## src/rtl/lcd_scanout_dma.sv

```systemverilog
// Framebuffer scanout: burst-reads packed 8-bit pixels from SDRAM into a word FIFO
// and streams them one byte per cycle to the LCD stage over valid/ready.
module lcd_scanout_dma #(
  parameter int unsigned READ_BURST_LENGTH = 8,
  parameter int unsigned FB_WORDS          = 96000,
  parameter int unsigned FIFO_DEPTH        = 64
) (
  input  logic        i_Clk,
  input  logic        i_Reset,
  output logic        o_SDRAM_Request,
  input  logic        i_SDRAM_Yield,
  output logic [1:0]  o_Command,
  output logic [21:0] o_Data_Address,
  input  logic        i_Data_Read_Valid,
  input  logic [31:0] i_Data_Read,
  input  logic        i_Frame_Sync,
  output logic        o_Px_Valid,
  input  logic        i_Px_Ready,
  output logic [7:0]  o_Px_Data,
  output logic        o_Frame_Start,
  output logic        o_Underflow
);

  localparam logic [1:0] CMD_IDLE = 2'b00;
  localparam logic [1:0] CMD_READ = 2'b01;

  localparam int unsigned AW       = 22;
  localparam int unsigned SW       = AW + 1;
  localparam int unsigned PTR_W    = $clog2(FIFO_DEPTH);
  localparam int unsigned CNT_W    = PTR_W + 1;
  localparam int unsigned HW       = CNT_W + 1;
  localparam int unsigned BEAT_W   = (READ_BURST_LENGTH > 1) ? $clog2(READ_BURST_LENGTH) : 1;
  localparam int unsigned PX_TOTAL = FB_WORDS * 4;
  localparam int unsigned PX_W     = $clog2(PX_TOTAL);
  localparam int unsigned ROOM_MAX = FIFO_DEPTH - READ_BURST_LENGTH;

  typedef enum logic [1:0] {IDLE, REQUEST, READ, DRAIN} state_t;

  state_t              state, state_d;
  logic                req_q, req_d;
  logic [1:0]          cmd_q, cmd_d;
  logic [AW-1:0]       addr_q, addr_d;
  logic [AW-1:0]       fetch_q, fetch_d;
  logic [BEAT_W-1:0]   beat_q, beat_d;
  logic                fifo_wr;

  logic [31:0]         mem [FIFO_DEPTH];
  logic [PTR_W-1:0]    wr_ptr, rd_ptr;
  logic [CNT_W-1:0]    fifo_cnt;
  logic [31:0]         unp_word;
  logic [1:0]          byte_idx;
  logic                unp_valid;
  logic [PX_W-1:0]     px_cnt;
  logic                underflow_q;

  logic [HW-1:0]       held;
  logic                room;
  logic [SW-1:0]       fetch_sum;
  logic [AW-1:0]       fetch_wrap;
  logic                last_beat;
  logic                accept;
  logic                pop;

  // The word parked in the unpacker counts against capacity, so a full
  // pipeline holds exactly FIFO_DEPTH words.
  assign held       = HW'(fifo_cnt) + HW'(unp_valid);
  assign room       = held <= HW'(ROOM_MAX);
  assign fetch_sum  = SW'(fetch_q) + SW'(READ_BURST_LENGTH);
  assign fetch_wrap = (fetch_sum >= SW'(FB_WORDS)) ? '0 : fetch_sum[AW-1:0];
  assign last_beat  = (beat_q == '0);

  always_ff @(posedge i_Clk) begin
    if (i_Reset) begin
      state   <= IDLE;
      req_q   <= 1'b0;
      cmd_q   <= CMD_IDLE;
      addr_q  <= '0;
      fetch_q <= '0;
      beat_q  <= '0;
    end else begin
      state   <= state_d;
      req_q   <= req_d;
      cmd_q   <= cmd_d;
      addr_q  <= addr_d;
      fetch_q <= fetch_d;
      beat_q  <= beat_d;
    end
  end

  always_comb begin
    state_d = state;
    req_d   = req_q;
    cmd_d   = cmd_q;
    addr_d  = addr_q;
    fetch_d = fetch_q;
    beat_d  = beat_q;
    fifo_wr = 1'b0;
    case (state)
      IDLE: begin
        cmd_d = CMD_IDLE;
        if (room && !i_Frame_Sync) begin
          state_d = REQUEST;
          req_d   = 1'b1;
        end
      end
      REQUEST: begin
        if (i_SDRAM_Yield) begin
          state_d = READ;
          cmd_d   = CMD_READ;
          beat_d  = BEAT_W'(READ_BURST_LENGTH - 1);
          addr_d  = i_Frame_Sync ? '0 : fetch_q;
        end
      end
      READ, DRAIN: begin
        if (i_Data_Read_Valid) begin
          fifo_wr = (state == READ) && !i_Frame_Sync;
          addr_d  = addr_q + 1'b1;
          beat_d  = beat_q - 1'b1;
          if (last_beat) begin
            if (state == READ) fetch_d = fetch_wrap;
            state_d = IDLE;
            req_d   = 1'b0;
            cmd_d   = CMD_IDLE;
          end
        end
        if (state == READ && i_Frame_Sync && !(i_Data_Read_Valid && last_beat))
          state_d = DRAIN;
      end
      default: state_d = IDLE;
    endcase
    if (i_Frame_Sync) fetch_d = '0;
  end

  assign accept = unp_valid && i_Px_Ready;
  assign pop    = (fifo_cnt != '0) && (!unp_valid || (accept && byte_idx == 2'd3));

  always_ff @(posedge i_Clk) begin
    if (fifo_wr) mem[wr_ptr] <= i_Data_Read;
  end

  always_ff @(posedge i_Clk) begin
    if (i_Reset || i_Frame_Sync) begin
      wr_ptr    <= '0;
      rd_ptr    <= '0;
      fifo_cnt  <= '0;
      unp_valid <= 1'b0;
      byte_idx  <= '0;
      px_cnt    <= '0;
      if (i_Reset) unp_word <= '0;
    end else begin
      if (fifo_wr) wr_ptr <= wr_ptr + 1'b1;
      if (pop)     rd_ptr <= rd_ptr + 1'b1;
      fifo_cnt <= fifo_cnt + CNT_W'(fifo_wr) - CNT_W'(pop);
      if (pop) begin
        unp_word  <= mem[rd_ptr];
        byte_idx  <= '0;
        unp_valid <= 1'b1;
      end else if (accept) begin
        byte_idx <= byte_idx + 1'b1;
        if (byte_idx == 2'd3) unp_valid <= 1'b0;
      end
      if (accept) px_cnt <= (px_cnt == PX_W'(PX_TOTAL - 1)) ? '0 : px_cnt + 1'b1;
    end
  end

  always_ff @(posedge i_Clk) begin
    if (i_Reset) underflow_q <= 1'b0;
    else         underflow_q <= i_Px_Ready && !unp_valid;
  end

  assign o_SDRAM_Request = req_q;
  assign o_Command       = cmd_q;
  assign o_Data_Address  = addr_q;
  assign o_Px_Valid      = unp_valid;
  assign o_Px_Data       = unp_word[{byte_idx, 3'b000} +: 8];
  assign o_Frame_Start   = unp_valid && (px_cnt == '0);
  assign o_Underflow     = underflow_q;

endmodule
```

## config.mk

```make
export PLATFORM = sky130hd
export DESIGN_NAME = lcd_scanout_dma
export DESIGN_NICKNAME = d
export VERILOG_FILES = /design/src/rtl/lcd_scanout_dma.sv
export SDC_FILE = /design/constraint.sdc
export NUM_CORES = 2
export LEC_CHECK = 0
export ABC_AREA = 0
export CAP_MARGIN = 20
export CORE_MARGIN = 2
export CORE_UTILIZATION = 56
export DETAILED_ROUTE_END_ITERATION = 12
export PLACE_DENSITY_LB_ADDON = 0.05
export RECOVER_POWER = 25
export SLEW_MARGIN = 5
export SYNTH_ARGS = -nofsm -noshare
export SYNTH_HDL_FRONTEND = slang
export SYNTH_SLANG_ARGS = --single-unit
```

## constraint.sdc

```tcl
create_clock -name i_Clk -period 4.5 [get_ports i_Clk]
set_clock_uncertainty 0.1 [all_clocks]
set_input_delay 1.35 -clock i_Clk [delete_from_list [all_inputs] [get_ports i_Clk]]
set_output_delay 1.35 -clock i_Clk [all_outputs]
set_load 0.01 [all_outputs]
```

* Word level (Yosys, flattened, before mapping) *
Memory sizes are Yosys's and may differ from the RTL's. A register that Yosys moved wholly into a read port is not among the register bits.
Cells that the tools add are included.

storage, ports and cells
  register bits after elaboration = 126
  bits in writable memories = 2,048
  logic and storage cells = 107
  memories = 1

cells by class
  $add $sub $neg = 10
  magnitude comparators = 2
  eq/ne operators = 12
  shifts and indexed selects = 1
  muxes and demuxes = 33
  reduce and logical (&&, ||, !) cells = 34

memory list
  memory  depth  bits a word  rd ports  clocked after Yosys merged registers in  wr ports  RTL line  source
  mem     64     32           1         1                                        1         47        logic [31:0] mem [FIFO_DEPTH];

operators with widths
  operator                                                                 number
  32-bit two-way mux                                                       3
  22-bit two-way mux                                                       4
  22-bit one-hot mux with 2 select lines                                   1
  32-bit by 6-bit variable part select with 8-bit output                   1
  22-bit by 4-bit adder with 23-bit output, second input constant          1
  23-bit by 17-bit >= comparator with 1-bit output, second input constant  1
  22-bit by 1-bit adder with 22-bit output, second input constant          1
  19-bit by 1-bit adder with 19-bit output, second input constant          1
  19-bit equality test, second input constant                              1
  19-bit zero test                                                         1
  19-bit two-way mux                                                       1
  6-bit by 1-bit adder with 6-bit output, second input constant            2
  2-bit two-way mux                                                        6
  6-bit two-way mux                                                        2
  2-bit one-hot mux with 3 select lines                                    2
  4-bit AND reduction                                                      3
  1-bit logical AND                                                        10
  1-bit two-way mux                                                        10
  2-bit inequality test, second input constant                             5
  2-bit nonzero test                                                       5
  7-bit by 1-bit adder with 8-bit output                                   1
  8-bit by 6-bit <= comparator with 1-bit output, second input constant    1
  7-bit by 1-bit adder with 7-bit output                                   1
  7-bit nonzero test                                                       1
  16 further kinds                                                         27

* Longest topological paths before layout *
  depth in word-level cells = 6
  gate-level depth with buffers = 15
  mapped depth without buffers = 15

* Worst setup path after synthesis *
No wires, ideal clock.

  path type = input-to-reg
  from = in i_Frame_Sync
  to = mem mem[47][0] (enable)
  setup time = 421 ps
  arrival time = 3,812 ps
  slack = 166 ps
  stages = 6
  buffers on the path = 2
  cells stage by stage = clkbuf_1 nor3_2 and2_1 nand3_1 clkbuf_1 nor2_1

on the way
  cells in the longest elaborated chain, start to end = 6

ends and longest elaborated chain
  item                                     RTL line  source
  start: declaration                       16        input logic i_Frame_Sync,
  1-bit zero test                          116       fifo_wr = (state == READ) && !i_Frame_Sync;
  1-bit logical AND                        116
  1-bit two-way mux                        115       if (i_Data_Read_Valid) begin
  1-bit two-way mux                        98        case (state)
  named net fifo_wr                        45        logic fifo_wr;
  1-bit two-way mux                        138       if (fifo_wr) mem[wr_ptr] <= i_Data_Read;
  1-bit two-way mux (implied by the code)  138
  end: declaration                         47

The timed path passes the listed nets, and every way through them passes these cells.

* Worst setup path after layout *
  from = reg px_cnt[2]
  to = out o_Frame_Start

on the way
  cells in the longest elaborated chain, start to end = 2

ends and longest elaborated chain
  item                      RTL line  source
  start: declaration        53        logic [PX_W-1:0] px_cnt;
  start signal: assignment  162       if (accept) px_cnt <= (px_cnt == PX_W'(PX_TOTAL - 1)) ? '0 : px_cnt + 1'b1;
  19-bit zero test          176       assign o_Frame_Start = unp_valid && (px_cnt == '0);
  1-bit logical AND         176
  end: declaration          20        output logic o_Frame_Start,

No other way between the ends.

==> flow_summary.yaml <==
worst_setup_path:
  end_kind: "primary output"
  cp.arrival_ps: 2950
  r2r_cells: 5
  path_buf_inv: 1
  max_stage_delay_ps: 580
  critical_path.startpoint: "px_cnt[2]"
  critPathSlowestCell: "clkdlybuf4s50_1"
  startpoint_type: "register"
  r2r-end: "unp_word[20]"
  cp-endpoint: "o_Frame_Start"
  crit_required_ps: 3050
  path_depth: 4
  path_cells: "or4_1 -> nor4_1 -> and4_1 -> clkdlybuf4s50_1"
  cp_top_family: "simple AND/OR/NAND/NOR gates"
  crit_type: "reg2out"
  worstPathMaxFanout: 5
  rrSetupSlack_ps: 870
synthesis:
  ys_top_cells_by_area: "edfxtp_1 (74%), mux4_2 (17%), dfxtp_1 (2.3%)"
  synth_nets: 3779
  synth_top_area_share_pct: 74.2
  avgSynthCellArea_um2: 22.6
  syn_area_um2: 84100
  syn-instance-count: 3715
  async_reset_ff_share_pct: 0
  synth_ff_type: "edfxtp_1"
  yosysWarnings: 0
  synth-edff-count: 2080
  ys_ff_latch: 2176
  seq_area_frac_synth_pct: 76.5
  synth_top_area_cell: "edfxtp_1"
  ys_types: 62
timing:
  holdWs_ps: 369
  finalWorstSetupSlack_ps: 100
  final.setup.tns_ps: 0
  drv_slew: 922
  tightest_slew_ps: 3450
  rsz0062_at_grt: "no"
  period_share_pct: 97.8
  slew_headroom_pct: -130
  finalHoldViolations: 0
  setup_viol: 0
  max_freq_mhz: 227
  period_needed_ps: 4400
route:
  drt_iter0_drc: 4701
  ant_nets: 0
  wl_per_cell_um: 32.6
  top_layer: "met4"
  via_per_inst: 6.45
  wl_met2_um: 98300
  routed_wl_um: 204000
  drtPass1Iterations: 7
  num_vias: 40300
  drc: 0
  dr_wl_met3_um: 15300
  wl_met1_um: 86400
cts:
  post_cts_buffers: 0
  clk_latency_ps: 830
  numCtsBuffers: 212
  cts.repair.resized: 0
  clkTransAtPathRegs_ps: 60
  cts_tree: "built"
  cts-hold-fix-buffers: 0
  cts.sinks: 2176
  clock_path_buffers: 3
  htreeDepth: 4
  cts_root_buf: "clkbuf_16"
status:
  status: "complete, but fails checks"
  violations: "capacitance limit, slew limit"
die:
  dieArea_um2: 153000
  fp-row-count: 142
  ioPinCount: 74
  die_w_um: 392
  core_region_area_um2: 149000
  die_h_um: 392
  start_util_pct: 56.3
place:
  dpl_cell_area_um2: 89300
  dp_hpwl_um: 131000
  port_buffers: 72
  gp_congestion: 0.833
  post-place-ws_ps: 154
  dp.cells: 5853
power_and_ir_drop:
  switching_power_mw: 11.3
  p_int_mw: 35.9
  clkPwrFrac_pct: 37.2
  ir_drop_mv: 0.386
  power_frac_seq_pct: 47.7
  power.density_nw_per_um2: 492
  sw_frac_of_total_pct: 24.0
  power_leakage_nw: 29.1
  pwr-share-comb_pct: 15.0
global_routing:
  grt_antenna_before_repair: 5
  grt_pass1_vias: 40800
  grt.total_usage_pct: 27.1
  grt-ovfl-total: 0
  grt_max_degree: 65
  grt_pass1_wl_um: 295000
hold_path:
  holdPathStages: 1
  hp-class: "reg2reg"
final_layout:
  area_delta_synth_final_pct: 14.3
  finish.instance_area_um2: 96100
  final_cell_mix: "edfxtp_1 (2080), mux4_2 (648), clkbuf_16 (215)"
  final_common_cell: "edfxtp_1"
  num-nets-final: 4119
  layout-drive-gt1-share_pct: 30.2
  final_cells: 6251
job:
  maxCapViolCount: 24
## how the worst min path moves through the flow
stage	start	to	slack, ps
6_report	beat_q[0]	beat_q[0]	370
5_1_grt	beat_q[0]	beat_q[0]	400
3_3_place_gp	beat_q[0]	beat_q[0]	350
2_1_floorplan	beat_q[0]	beat_q[0]	340
3_5_place_dp	beat_q[0]	beat_q[0]	360
4_1_cts	beat_q[0]	beat_q[0]	370
## per-stage QoR
| stage | total power [mW] | utilization (%) |
|---|---|---|
| 5_1_grt | 48.8 | 64.3 |
| 3_3_place_gp | 30.1 | 59.7 |
| 2_1_floorplan | 27.6 | - |
| 3_5_place_dp | 30.2 | 59.7 |
| 6_report | 47.3 | 64.3 |
| 4_1_cts | 47.7 | 64.4 |
## worst reg2reg max path: cells and delay by family, from the launching register on
family                 cells  cell delay [ps]
multiplexers               3             1880
flip-flops                 1              700
buffers and inverters      1              480
AO/OA/AOI/OAI              1              190
## state kept, by name (all words and copies together), names as in the netlist, 3 cells and up, named ones only
name            count
unp_word           32
fifo_cnt            7
rd_ptr              6
mem              2048
px_cnt             19
fetch_q            19
o_Data_Address     22
wr_ptr              6
beat_q              3
## layout make-up
type | count | area (um2)
sequential | 2176 | 64400
fill | 9776 | 53300
multi-input combinational | 1317 | 19300
clock buffer | 260 | 5550
timing repair buffer | 328 | 2910
tap | 2016 | 2520
clock inverter | 132 | 1400
inverter | 20 | 75.1
antenna | 2 | 5.00
## kinds of logic (layout without fill, tap and decap cells)
family,Yosys count,in the layout,synth area share [%]
buffers and inverters,222,740,1.12
AOI/OAI and AO/OA,128,128,0.979
and+or+nand+nor,387,387,2.20
adders and majority gates,26,26,0.396
muxes,720,720,18.2
other,1,3,0.00446
DFF,2176,2176,76.5
xor gates and xnor gates,55,55,0.573
## Yosys cell counts (all sizes together), types with 25 or more instances
cell type	n
edfxtp	2080
mux4	648
nor2	143
clkbuf	105
buf	97
dfxtp	96
mux2i	70
nand2	67
nand3	42
nor3	36
a21oi	34
o22ai	32
xor2	28
xnor2	27
ha	25
## power by group through the flow
stage | clock [mW] | sequential (mW) | combinational [mW]
final | 17.6 | 22.6 | 7.11
after global routing | 18.7 | 22.6 | 7.56
after CTS | 17.9 | 22.6 | 7.22
after detailed placement | 0 | 23.0 | 7.19
after global placement | 0 | 23.0 | 7.15
after floorplan | 0 | 22.9 | 4.72
## metal layers
metal / global-route usage, % / vias up
met5: 0 / -
met4: 5.50 / 0
met1: 41.6 / 21900
met3: 3.94 / 234
li1: - / 16500
met2: 42.5 / 1726
Power figures use the tool's default switching activity.
